--- config.mk ---
export PLATFORM = sky130hd
export DESIGN_NAME = uart_tx_arbiter
export DESIGN_NICKNAME = d
export VERILOG_FILES = /design/src/rtl/uart_tx_arbiter.sv
export SDC_FILE = /design/constraint.sdc
export NUM_CORES = 1
export LEC_CHECK = 0
export ABC_AREA = 1
export CAP_MARGIN = 20
export CORE_ASPECT_RATIO = 1.75
export CORE_MARGIN = 5
export CORE_UTILIZATION = 39
export CTS_BUF_LIST = sky130_fd_sc_hd__clkbuf_8 sky130_fd_sc_hd__clkbuf_16
export DETAILED_ROUTE_END_ITERATION = 8
export HOLD_SLACK_MARGIN = 0.12
export PLACE_DENSITY = 0.75
export SETUP_SLACK_MARGIN = 0.1
export SLEW_MARGIN = 20
export SYNTH_ARGS = -nofsm -noshare
export SYNTH_HDL_FRONTEND = slang
export SYNTH_SLANG_ARGS = --single-unit
--- constraint.sdc ---
create_clock -name clk -period 1.4 [get_ports clk]
set_input_delay 0.28 -clock clk [delete_from_list [all_inputs] [get_ports clk]]
set_output_delay 0.28 -clock clk [all_outputs]
set_load 0.05 [all_outputs]
--- src/rtl/uart_tx_arbiter.sv ---
// uart_tx_arbiter: shares one UART TX byte stream between two requesters.
// A requester owns the UART until it transfers EOP_CHAR or stays idle for
// TIMEOUT_CYCLES consecutive cycles. Ties are resolved round-robin.
// The datapath is a combinational mux selected by the registered owner state.
module uart_tx_arbiter #(
  parameter logic [7:0]  EOP_CHAR       = 8'h0A,
  parameter int unsigned TIMEOUT_CYCLES = 1024
) (
  input  logic       clk,
  input  logic       rst,
  input  logic       req0_valid,
  input  logic [7:0] req0_data,
  output logic       req0_ready,
  input  logic       req1_valid,
  input  logic [7:0] req1_data,
  output logic       req1_ready,
  output logic       tx_valid,
  output logic [7:0] tx_data,
  input  logic       tx_ready,
  output logic [1:0] grant,
  output logic       busy
);

  localparam int unsigned CNT_W = $clog2(TIMEOUT_CYCLES) + 1;
  localparam logic [CNT_W-1:0] CNT_LAST = CNT_W'(TIMEOUT_CYCLES - 1);

  // State encoding doubles as the one-hot grant vector.
  typedef enum logic [1:0] {
    IDLE = 2'b00,
    OWN0 = 2'b01,
    OWN1 = 2'b10
  } state_t;

  state_t           state;
  state_t           state_nxt;
  logic             last_owner;
  logic             last_owner_nxt;
  logic [CNT_W-1:0] idle_cnt;
  logic [CNT_W-1:0] idle_cnt_nxt;
  logic             own_valid;
  logic [7:0]       own_data;
  logic             release_own;

  // State, round-robin history and owner-idle counter.
  always_ff @(posedge clk) begin
    if (rst) begin
      state      <= IDLE;
      last_owner <= 1'b1;
      idle_cnt   <= '0;
    end else begin
      state      <= state_nxt;
      last_owner <= last_owner_nxt;
      idle_cnt   <= idle_cnt_nxt;
    end
  end

  // Owner mux, release detection and next-state selection.
  always_comb begin
    state_nxt      = state;
    last_owner_nxt = last_owner;
    idle_cnt_nxt   = '0;
    own_valid      = 1'b0;
    own_data       = 8'h00;
    release_own    = 1'b0;
    req0_ready     = 1'b0;
    req1_ready     = 1'b0;

    case (state)
      IDLE: begin
        if (req0_valid && req1_valid) begin
          // last_owner==1 means requester 0 is next in line.
          state_nxt = last_owner ? OWN0 : OWN1;
        end else if (req0_valid) begin
          state_nxt = OWN0;
        end else if (req1_valid) begin
          state_nxt = OWN1;
        end
      end
      OWN0, OWN1: begin
        if (state == OWN0) begin
          own_valid  = req0_valid;
          own_data   = req0_data;
          req0_ready = tx_ready;
        end else begin
          own_valid  = req1_valid;
          own_data   = req1_data;
          req1_ready = tx_ready;
        end
        // Backpressured bytes keep the counter cleared; only a silent owner ages.
        if (own_valid) begin
          release_own = tx_ready && (own_data == EOP_CHAR);
        end else if (idle_cnt == CNT_LAST) begin
          release_own = 1'b1;
        end else begin
          idle_cnt_nxt = idle_cnt + CNT_W'(1);
        end
        if (release_own) begin
          state_nxt      = IDLE;
          last_owner_nxt = (state == OWN1);
          idle_cnt_nxt   = '0;
        end
      end
      default: begin
        state_nxt = IDLE;
      end
    endcase

    tx_valid = own_valid;
    tx_data  = own_data;
  end

  assign grant = 2'(state);
  assign busy  = |grant;

endmodule

==> results.ini <==
[routing]
route.met2.wl_um=2470
avgViaCountPerCell=5.36
top_layer=met4
drc_errors=0
met1_length_um=1420
vias=1298
wire_per_inst_um=17.9
dr.pass1.iters=4
wl_um=4340
routed-wl-met3_um=270
drtIter0Drc=61
postRouteAntennaNets=0

[run_status]
violations=setup timing
status=finished, violations left

[yosys]
synth_enable_flop_cells=0
ys_types=24
netlist_area_um2=912
seq_area_frac_synth_pct=30.7
syn_avg_cell_area_um2=6.29
yosysTopAreaCellShare_pct=30.7
yosysMostFrequentCell=nand2_1
synthCells=145
ys_seq_elements=14
synth_area_leaders=dfxtp_1 (31%), nand2_1 (16%), nor2_1 (9.5%), inv_1 (9.1%), ha_1 (5.5%)
ys_async_sr_fraction_pct=0
synth_fp_nets=170
yosys.area.top_type=dfxtp_1
synth_commonest_cells=nand2_1 (39), nor2_1 (23), inv_1 (22), dfxtp_1 (14), nand3_1 (9)
ys_warn_count=0
synth_ff_type=dfxtp_1

[sta]
relSlewSlack_pct=72.2
worstMarginPinSlew_ps=414
hold_viol=0
worst_hold_slack_ps=537
fmax_ghz=0.550
fin_skew_ps=3.48
setup_ws_ps=-417
min_period_ps=1820
setup_tns_ps=-6820
finalSetupViolations=25
maxSlewViolCount=0
rsz0062_at_grt=true
fin_crit_sh_pct=130

[final_layout]
drive_above_1_share_pct=54.4
fin_area_um2=2070
diodes=0
nFillCells=90
final_core_util_pct=91.2
area_delta_synth_final_pct=127
register_area_um2=290
multi_input_area_um2=830
final_nets=243
finalNonFillerCells=242

[global_routing]
grt_pass1_vias=1296
globalRouteOverflowTotal=0
grt_util_all_layers_pct=20.8
grt_pass1_wl_um=5220
grt_start_max_net_pins=9
antenna_found_initial=0

[cts]
cts_root_buf=clkbuf_8
cts-htree-levels=1
cts_tree=built
cts_buffers=3
clk_latency_ps=250
clk_path_buf_depth=2
path_clk_slew_ps=60
cts_hold_buf=0
clock-sinks=14

[placed_design]
numPortBuffers=34
dp_slack_ps=-373
dp_hpwl_um=2520
place_inst=226
gp_congestion=0.818
place_area_um2=1730

[floorplanning]
rows=23
fp.dieH_um=74.0
fp.dieArea_um2=3440
start_util_pct=40.1
die-width_um=46.6
io_pins=35
core_area_um2=2270

[power]
total_leakage_power_nw=0.884
p_switching_mw=1.90
p_int_mw=2.03
combPwrFrac_pct=78.6
p_seq_share_pct=12.8
fin_total_pwr_mw=3.92
peakVddDrop_v=0.00156
netSwitchingFraction_pct=48.4
pwr_density_cell_nw_per_um2=1890
p_clk_share_pct=8.6

[hold_path]
hold_path.class=flop to flop

[worst_setup_path]
cp-end-kind=flop
slowest_delay_ps=350
cp.arrival_ps=1960
worstPathRequired_ps=1540
crit_chain=inv_4 -> ha_4 -> buf_6 -> nand2_1 -> o21ai_4 -> nand2_1 -> nor2_2 -> nand4_1 -> nand3_2 -> nand3_1 -> nand2_1 -> nor2_1
crit_top_cell=nand2_1
cp-start-kind=flop
slowest_stage=dfxtp_4
critPathKind=flop to flop
worst-path-max-fanout=7

[run]
max_cap_viol_count=0

==> cell type report <==
class	count	area share, %
multi-input combinational	106	40.0
timing repair buffer	69	36.9
sequential	14	14.0
inverter	23	5.01
clock buffer	3	1.99
tap	25	1.51
timing repair inverter	1	0.422
clock inverter	1	0.181
==> kinds of logic after synthesis <==
| family | after synthesis | share of synthesized area (%) |
|---|---|---|
| simple gates | 85 | 40.2 |
| flops | 14 | 30.7 |
| xor+xnor | 4 | 3.84 |
| fa+ha+maj | 4 | 5.49 |
| compound gates | 13 | 8.23 |
| buf+inv | 25 | 11.5 |
==> cells in the final DEF, fill, tap and decap left out, drive strengths merged <==
cell / n
buf: 49
nand2: 40
nor2: 24
inv: 23
clkdlybuf4s50: 20
dfxtp: 14
nand3: 9
a21oi: 7
o21ai: 5
nand4: 4
ha: 4
clkbuf: 3
or2: 3
xor2: 2
xnor2: 2
clkinv: 2
and3: 2
nand3b: 1
nor3b: 1
nor3: 1
o31ai: 1
==> state kept, by name, indices dropped and copies added, names as in the netlist <==
signal      count
idle_cnt       11
last_owner      1
grant           2
==> final timing paths <==
check	slack, ps	endpoint	cells past startpoint	start
setup / recovery	-420	grant[1]	12	grant[1]
setup reg to reg	-420	grant[1]	12	grant[1]
hold reg to reg	540	idle_cnt[0]	2	idle_cnt[0]
hold / removal	540	idle_cnt[0]	2	idle_cnt[0]
==> what timing repair did <==
item                                    in CTS  in global routing
endpoints found under the setup margin      26                 26
gates cloned                                 1                  0
gates resized for setup                     20                 37
buffers inserted                             8                  3
pin swaps                                    5                 15
==> metal layers <==
metal  vias to the layer above  track usage (%)
li1                        598                -
met1                       605             17.2
met2                        75             42.0
met3                        20             1.94
met4                         0             13.0
met5                         -                0
==> worst max-delay path, delay by kind of cell, from the launching register on <==
kind            cells  cell delay (ps)
compound gates      1              100
buf+inv             2              230
flops               1              350
fa+ha+maj           1              180
simple gates        8              850
==> power by group through the flow <==
stage / clock network, mW / logic (mW) / registers (mW)
final: 0.337 / 3.08 / 0.502
after global routing: 0.363 / 3.19 / 0.508
after CTS: 0.330 / 2.89 / 0.492
after detailed placement: 0 / 2.64 / 0.498
after global placement: 0 / 2.58 / 0.496
after floorplan: 0 / 1.40 / 0.566
No activity file was read; power rests on OpenSTA's default activity.
